--- config.mk ---
export PLATFORM = sky130hd
export DESIGN_NAME = uart_rx
export DESIGN_NICKNAME = d
export VERILOG_FILES = /design/src/rtl/uart_pkg.sv /design/src/rtl/sync_2ff.sv /design/src/rtl/uart_rx.sv
export SDC_FILE = /design/constraint.sdc
export NUM_CORES = 1
export LEC_CHECK = 0
export ABC_AREA = 1
export CAP_MARGIN = 10
export CELL_PAD_IN_SITES_DETAIL_PLACEMENT = 1
export CELL_PAD_IN_SITES_GLOBAL_PLACEMENT = 1
export CORE_AREA = 2 2 64 66
export DETAILED_ROUTE_END_ITERATION = 16
export DIE_AREA = 0 0 66 68
export PLACE_DENSITY = 0.7
export REMOVE_ABC_BUFFERS = 1
export SLEW_MARGIN = 20
export SYNTH_ARGS = -nofsm -noshare
export SYNTH_HDL_FRONTEND = slang
export SYNTH_SLANG_ARGS = --single-unit
--- constraint.sdc ---
create_clock -name clk -period 2.2 [get_ports clk]
set_input_delay 0.22 -clock clk [delete_from_list [all_inputs] [get_ports clk]]
set_output_delay 0.22 -clock clk [all_outputs]
set_load 0.005 [all_outputs]
--- src/rtl/uart_pkg.sv ---
// ---------------------------------------------------------------------------
// uart_pkg
// Shared definitions for the UART blocks (uart_rx now, uart_tx later).
//   state_t       : receive/transmit FSM state encoding
//   OVERSAMPLE    : sample ticks per bit period
//   START_MID     : sample count at the middle of the start bit
//   DEF_DBIT      : default data bits per frame
//   DEF_SB_TICK   : default stop-bit length in sample ticks
//   cnt_width()   : bits needed for a counter that must reach max_val
// ---------------------------------------------------------------------------
package uart_pkg;

   typedef enum logic [1:0] {
      IDLE  = 2'd0,
      START = 2'd1,
      DATA  = 2'd2,
      STOP  = 2'd3
   } state_t;

   localparam int OVERSAMPLE  = 16;
   localparam int START_MID   = 7;
   localparam int DEF_DBIT    = 8;
   localparam int DEF_SB_TICK = 16;

   // Width of a counter that has to hold values 0..max_val (at least 1 bit).
   function automatic int cnt_width(input int max_val);
      int w;
      w = $clog2(max_val + 1);
      return (w < 1) ? 1 : w;
   endfunction

endpackage

--- src/rtl/sync_2ff.sv ---
// ---------------------------------------------------------------------------
// sync_2ff
// Two-flop synchronizer for a single asynchronous input.
//   clk   : destination clock
//   reset : synchronous, active-high; both flops load RESET_VAL
//   d     : asynchronous input
//   q     : synchronized output, 2 clk after d
// RESET_VAL lets idle-high lines (UART rx) come out of reset without a
// spurious edge.
// ---------------------------------------------------------------------------
module sync_2ff #(
   parameter logic RESET_VAL = 1'b0
) (
   input  logic clk,
   input  logic reset,
   input  logic d,
   output logic q
);

   logic meta;

   always_ff @(posedge clk) begin
      if (reset) begin
         meta <= RESET_VAL;
         q    <= RESET_VAL;
      end else begin
         meta <= d;
         q    <= meta;
      end
   end

endmodule

--- src/rtl/uart_rx.sv ---
// ---------------------------------------------------------------------------
// uart_rx
// UART receiver with 16x oversampling. Deserializes the idle-high rx line
// (LSB first) using the s_tick sample strobe from the baud generator.
//   clk          : system clock
//   reset        : synchronous, active-high
//   rx           : asynchronous serial input, idle high
//   s_tick       : oversampling strobe, one clk wide, 16 per bit
//   rx_done_tick : one-cycle pulse when a frame completes
//   dout         : last received word, held until the next frame completes
//   frame_err    : 1 when the last frame's stop bit was sampled low
//   state        : current FSM state (debug visibility)
//
// Interface semantics: there is no valid/ready handshake. rx_done_tick is a
// strobe; dout/frame_err change only in the cycle it is high and the consumer
// must capture them then. There is no backpressure.
// ---------------------------------------------------------------------------
module uart_rx
   import uart_pkg::*;
#(
   parameter int DBIT    = DEF_DBIT,
   parameter int SB_TICK = DEF_SB_TICK
) (
   input  logic            clk,
   input  logic            reset,
   input  logic            rx,
   input  logic            s_tick,
   output logic            rx_done_tick,
   output logic [DBIT-1:0] dout,
   output logic            frame_err,
   output state_t          state
);

   // s must reach both OVERSAMPLE-1 (data bits) and SB_TICK-1 (stop bit).
   localparam int SW = cnt_width((SB_TICK > OVERSAMPLE) ? SB_TICK - 1 : OVERSAMPLE - 1);
   localparam int NW = cnt_width(DBIT - 1);

   logic            rx_s;
   logic [SW-1:0]   s, s_n;
   logic [NW-1:0]   n, n_n;
   logic [DBIT-1:0] b, b_n;
   logic [DBIT-1:0] dout_n;
   logic            frame_err_n;
   logic            done_n;
   state_t          state_n;

   sync_2ff #(.RESET_VAL(1'b1)) u_sync (
      .clk   (clk),
      .reset (reset),
      .d     (rx),
      .q     (rx_s)
   );

   // Next-state logic
   always_comb begin
      state_n     = state;
      s_n         = s;
      n_n         = n;
      b_n         = b;
      dout_n      = dout;
      frame_err_n = frame_err;
      done_n      = 1'b0;

      case (state)
         IDLE: begin
            // The falling edge alone starts a frame; no tick needed.
            if (!rx_s) begin
               state_n = START;
               s_n     = '0;
            end
         end

         START: begin
            if (s_tick) begin
               if (s == SW'(START_MID)) begin
                  // Still low at mid start bit: real frame; high: glitch.
                  if (!rx_s) begin
                     state_n = DATA;
                     s_n     = '0;
                     n_n     = '0;
                  end else begin
                     state_n = IDLE;
                  end
               end else begin
                  s_n = s + SW'(1);
               end
            end
         end

         DATA: begin
            if (s_tick) begin
               if (s == SW'(OVERSAMPLE - 1)) begin
                  b_n = {rx_s, b[DBIT-1:1]};
                  s_n = '0;
                  if (n == NW'(DBIT - 1)) begin
                     state_n = STOP;
                  end else begin
                     n_n = n + NW'(1);
                  end
               end else begin
                  s_n = s + SW'(1);
               end
            end
         end

         STOP: begin
            if (s_tick) begin
               if (s == SW'(SB_TICK - 1)) begin
                  // Frame is delivered even with a bad stop bit.
                  dout_n      = b;
                  frame_err_n = ~rx_s;
                  done_n      = 1'b1;
                  state_n     = IDLE;
               end else begin
                  s_n = s + SW'(1);
               end
            end
         end

         default: state_n = IDLE;
      endcase
   end

   // State and output registers; reset overrides any tick in the same cycle.
   always_ff @(posedge clk) begin
      if (reset) begin
         state        <= IDLE;
         s            <= '0;
         n            <= '0;
         b            <= '0;
         dout         <= '0;
         frame_err    <= 1'b0;
         rx_done_tick <= 1'b0;
      end else begin
         state        <= state_n;
         s            <= s_n;
         n            <= n_n;
         b            <= b_n;
         dout         <= dout_n;
         frame_err    <= frame_err_n;
         rx_done_tick <= done_n;
      end
   end

endmodule
# After elaboration in Yosys (flattened, before gate mapping)
# Index checks and enable logic that the tools add are counted.
# W data, S select, Z words.
classes:
  n_eq_ne: 17
  mux: 26
  bitwise: 3
  addsub: 2
  n_div: 0
  reduce_logical: 8
  shift: 0
  order_cmp: 0
  mul: 0
ops:
  columns: ["cell", "n"]
  rows:
  - ["$mux W4", 7]
  - ["$ne A2 B2 Y1 const B", 11]
  - ["$mux W2", 9]
  - ["$mux W3", 6]
  - ["$pmux W4 S4", 1]
  - ["$pmux W2 S4", 1]
  - ["$reduce_and A8 Y1", 1]
  - ["$reduce_and A7 Y1", 1]
  - ["$pmux W3 S2", 1]
  - ["$reduce_and A3 Y1", 2]
  - ["$add A4 B1 Y4 const B", 1]
  - ["$eq A2 B2 Y1 const B", 2]
  - ["$eq A4 B3 Y1 const B", 1]
  - ["$eq A4 B4 Y1 const B", 1]
  - ["$reduce_and A4 Y1", 1]
  - ["$add A3 B1 Y3 const B", 1]
  - ["$eq A3 B3 Y1 const B", 1]
  - ["$not A1 Y1", 3]
  - ["$reduce_or A3 Y1", 1]
  - ["$eq A2 B1 Y1 const B", 1]
  - ["$logic_not A2 Y1", 1]
  - ["$reduce_bool A2 Y1", 1]
  - ["$mux W1", 1]
totals:
  latchBits: 0
  mem_bits_rw: 0
  reg_bits: 29
  in_bits: 4
  mem_count: 0
  wordCells: 65
  romBits: 0
  out_inout_bits: 12

# Longest topological paths before layout
depth:
  ltp_word: 5
  mapped_depth: 9
  depth_no_buf: 9

# Cells and area by module
# Synthesis repeated with hierarchy kept, for this count alone.
hier_totals:
  cells_unflattened: 177
  area_unflattened_um2: 1283.7
by_module_without_submodules:
  columns: ["mod", "cells_per_inst", "instances", "seq_area_each_um2", "area_per_inst_um2"]
  rows:
  - ["uart_rx", 170, 1, 540.5, 1224.9]
  - ["sync_2ff", 7, 1, 40.0, 58.8]

# Worst setup path before layout
# Ideal clock, no wire load.
synth_path:
  path_kind: "register to register"
  start: "register s[0]"
  end: "register b[0]"
  arrival_ns: 1.197
  setup_ns: 0.116
  path_buffers: 0
  slack_ns: 0.887
  required_ns: 2.084
  synth_period_minus_slack_ns: 1.313
  stages_incl_launch_ff: 7
  path_cell_list: "dfxtp_1 ha_1 nand3_4 nor3_4 inv_2 nor2_1 nor2_1"
synth_via:
  elab_chain_cells: 2
synth_rtl:
  columns: ["element", "line", "rtl"]
  rows:
  - ["from (decl)", "uart_rx.sv:39", "logic [SW-1:0] s, s_n;"]
  - ["from (signal assigned)", "uart_rx.sv:136", "s <= s_n;"]
  - ["$eq A4 B4 Y1", "uart_rx.sv:92", "if (s == SW'(OVERSAMPLE - 1)) begin"]
  - ["$reduce_and A3 Y1 (no source line)", null, null]
  - ["to (signal assigned)", "uart_rx.sv:138", "b <= b_n;"]
  - ["to (decl)", "uart_rx.sv:41", "logic [DBIT-1:0] b, b_n;"]
# Every way passes these cells.
# A chain may end at the register's enable or synchronous reset.

# Worst setup path in the final report
layout_path:
  start: "register s[0]"
  end: "register dout[6]"
layout_via:
  elab_chain_cells: 2
layout_rtl:
  columns: ["element", "line", "rtl"]
  rows:
  - ["$eq A4 B4 Y1", "uart_rx.sv:108", "if (s == SW'(SB_TICK - 1)) begin"]
  - ["$reduce_and A3 Y1 (no source line)", null, null]
  - ["to (signal assigned)", "uart_rx.sv:139", "dout <= dout_n;"]
  - ["to (decl)", "uart_rx.sv:29", "output logic [DBIT-1:0] dout,"]
# Every way passes these cells.

==> results.md <==
* H-tree levels at 2
* Count of cells along the worst register-to-register path at 8
* Post-route antenna net violation count at 0
* Crit path setup slack, layout at 583 ps
* Die Height at 68 µm
* Reg-to-reg endpoint: dout[6]$_SDFFE_PP0P_
* Number of top-level pins at 16
* Post-Place Setup Slack at 455 ps
* Fraction of synthesized cell area taken by the top area cell type at 0.447
* Final Skew at 2.98 ps
* Max-capacitance violation count at 0
* Overall power after layout at 1.11 mW
* Hold violation total from the final report at 0
* Max-slew headroom at 0.585
* Flop and latch count out of synthesis at 29
* Die W at 66 µm
* Reported leakage power at 0.751 nW
* Non-Filler Instances at 252
* Leading cell type in the layout, fill and taps excluded: sky130_fd_sc_hd__nor2_1
* Drt via density at 4.69
* Number of port buffers at 15
* Clk_lat worst skew at 280 ps
* Kind of critical path: reg2reg
* Worst-Margin Slew at 622 ps
* HPWL Detailed at 2.31 mm
* Pins over their slew limit at 0
* Hold_ws at 415 ps
* Row count at 23
* Syn. warnings at 0
* Top cell type by total area after synthesis: sky130_fd_sc_hd__dfxtp_1
* Startpoint of the most critical register-to-register path: s[0]$_SDFFE_PP0P_
* Required time of the critical path at 2360 ps
* Number of antenna violations at the first check in global routing at 0
* Final weighted congestion in routability-driven placement at 0.806
* Total length of routed wires at 3.07 mm
* CP Launch Type: register
* Clock network fraction of total power at 0.382
* Dpl cells at 244
* Proportion of total power due to net switching at 0.275
* Largest fanout on the critical path at 11
* Setup violators final at 0
* IR drop worst, VDD at 432 µV
* Sequential share of power at 0.497
* Unrepaired setup endpoints after global routing: no
* Vias in the first global route at 1,204
* Portion of the post-synthesis area used by sequential elements at 0.447
* Congestion Overflow GR at 0
* Time the final worst path needs with I/O delays and setup at 1620 ps
* Capturing instance or port of the critical path: dout[6]$_SDFFE_PP0P_
* Switching pwr at 0.307 mW
* Root buf cell: sky130_fd_sc_hd__clkbuf_8
* Part of the total power dissipated in combinational logic at 0.121
* Internal Dissipation at 0.808 mW
* Power per unit of standard cell area at 702 mW/mm²
* Drt first pass iters at 4
* Cell area after synthesis at 0.00130 mm²
* Initial core utilization at 0.336
* Core Region at 0.00386 mm²
* Total DRC errors in the routed layout at 0
* Fraction of layout cells with a size suffix above 1 at 0.119
* Post-cts resize count at 0
* Synth top area cells: sky130_fd_sc_hd__dfxtp_1, sky130_fd_sc_hd__nor2_1, sky130_fd_sc_hd__nand2_1
* Diode insertion count for antenna repair at 0
* Worst setup path startpoint: s[0]$_SDFFE_PP0P_
* Finished Cell Area at 0.00159 mm²
* Clock buffer count from CTS at 5
* Number of instances in the synthesized netlist at 180
* Routed wire per std cell at 12.2 µm
* Status: finished, final reports clean
* Clk pin slew, worst setup/hold paths at 60 ps
* Die area at 0.00449 mm²
* Number of nets in the final layout at 208
* Overall routing resource usage at 0.159
* Most frequent cells in the layout: sky130_fd_sc_hd__nor2_1, sky130_fd_sc_hd__nand2_1, sky130_fd_sc_hd__dfxtp_1, sky130_fd_sc_hd__o21ai_0
* Achievable Freq at 618 MHz
* First-pass GRT wire length at 5.32 mm
* Pin count of the biggest net entering global routing at 24
* Endpoint type of the worst setup path: register
* Post-CTS setup buffers at 0
* Area delta synth->final at 22.4%
* Utilization after layout at 0.412
* Post-DP Area at 0.00151 mm²
* FF-to-FF setup slack at 580 ps
* Hold_buf cts at 0
* Critical path data arrival time at 1780 ps
* Path category of the worst min-delay check: reg2reg
* Vias post-DR at 1,181
* Number of sinks handled by clock tree synthesis at 29
* Detailed Route Iter0 Violations at 35
* Total Neg Setup Slack at 0 ps
* Post-Syn Area per Cell at 7.21 µm²
* Clock tree from TritonCTS: yes
* Count of distinct cell types in the synthesized netlist at 21
* Bufs on Longest Clock Path at 2
* Post-route fraction of the period consumed by the critical path at 0.735
-- power by group through the flow --
stage          clock network (mW)  registers [mW]  logic [mW]
6_report                    0.425           0.554       0.135
5_1_grt                     0.462           0.556       0.154
4_1_cts                     0.441           0.554       0.138
3_5_place_dp                    0           0.566       0.137
3_3_place_gp                    0           0.564       0.131
2_1_floorplan                   0           0.562      0.0922
-- cells in the mapped netlist, drive strengths merged --
cell	number
a21oi	6
buf	2
clkbuf	1
dfxtp	29
ha	3
inv	17
nand2	34
nand3	16
nor2	49
nor3	1
o21ai	18
or2	3
xor2	1
-- registers in the layout, summed over array words and instances (netlist names), named ones only --
name          count
b                 8
dout              8
s                 4
n                 3
frame_err         1
rx_done_tick      1
state             1
u_sync.meta       1
u_sync.q          1
-- kinds of logic after synthesis --
logic type / Yosys count / share of synthesized area
AO/OA/AOI/OAI: 24 / 0.0984
buffers and inverters: 20 / 0.0646
adder cells (fa/ha/maj): 3 / 0.0289
flip-flops: 29 / 0.447
AND/OR/NAND/NOR: 103 / 0.354
XOR/XNOR: 1 / 0.00675
-- worst min path at each step --
| stage | start | to | slack (ps) | cells past startpoint |
|---|---|---|---|---|
| floorplan | reset | s[1]$_SDFFE_PP0P_ | 290 | 1 |
| global placement | u_sync.meta$_SDFF_PP1_ | u_sync.q$_SDFF_PP1_ | 400 | 1 |
| detailed placement | u_sync.meta$_SDFF_PP1_ | u_sync.q$_SDFF_PP1_ | 400 | 1 |
| CTS | u_sync.meta$_SDFF_PP1_ | u_sync.q$_SDFF_PP1_ | 420 | 1 |
| global route | u_sync.meta$_SDFF_PP1_ | u_sync.q$_SDFF_PP1_ | 450 | 1 |
| finish | u_sync.meta$_SDFF_PP1_ | u_sync.q$_SDFF_PP1_ | 420 | 1 |
-- final cells by class --
cell class | instances | area (µm²)
timing repair buffer | 17 | 165
clock inverter | 2 | 10.0
sequential | 29 | 581
tap | 50 | 62.6
fill | 494 | 2270
inverter | 17 | 63.8
clock buffer | 6 | 72.6
multi-input combinational | 131 | 633
-- per-layer routing --
| layer | wire [µm] | vias to the layer above | GRT usage |
|---|---|---|---|
| li1 | - | 615 | - |
| met1 | 1330 | 543 | 0.171 |
| met2 | 1610 | 18 | 0.290 |
| met3 | 89 | 5 | 0.0411 |
| met4 | 46 | 0 | 0.0765 |
| met5 | 0 | - | 0 |
-- critical path, stage by stage, from the launching register on --
cell and delay, ps:
sky130_fd_sc_hd__dfxtp_1 370, sky130_fd_sc_hd__ha_1 270, sky130_fd_sc_hd__nand3_4 140, sky130_fd_sc_hd__inv_2 80, sky130_fd_sc_hd__nand2_2 60, sky130_fd_sc_hd__nor2_4 230, sky130_fd_sc_hd__inv_2 150, sky130_fd_sc_hd__nor2_1 130
sky130_fd_sc_hd__nor2_1 70
Note: power is estimated with default switching activity, not from simulation.
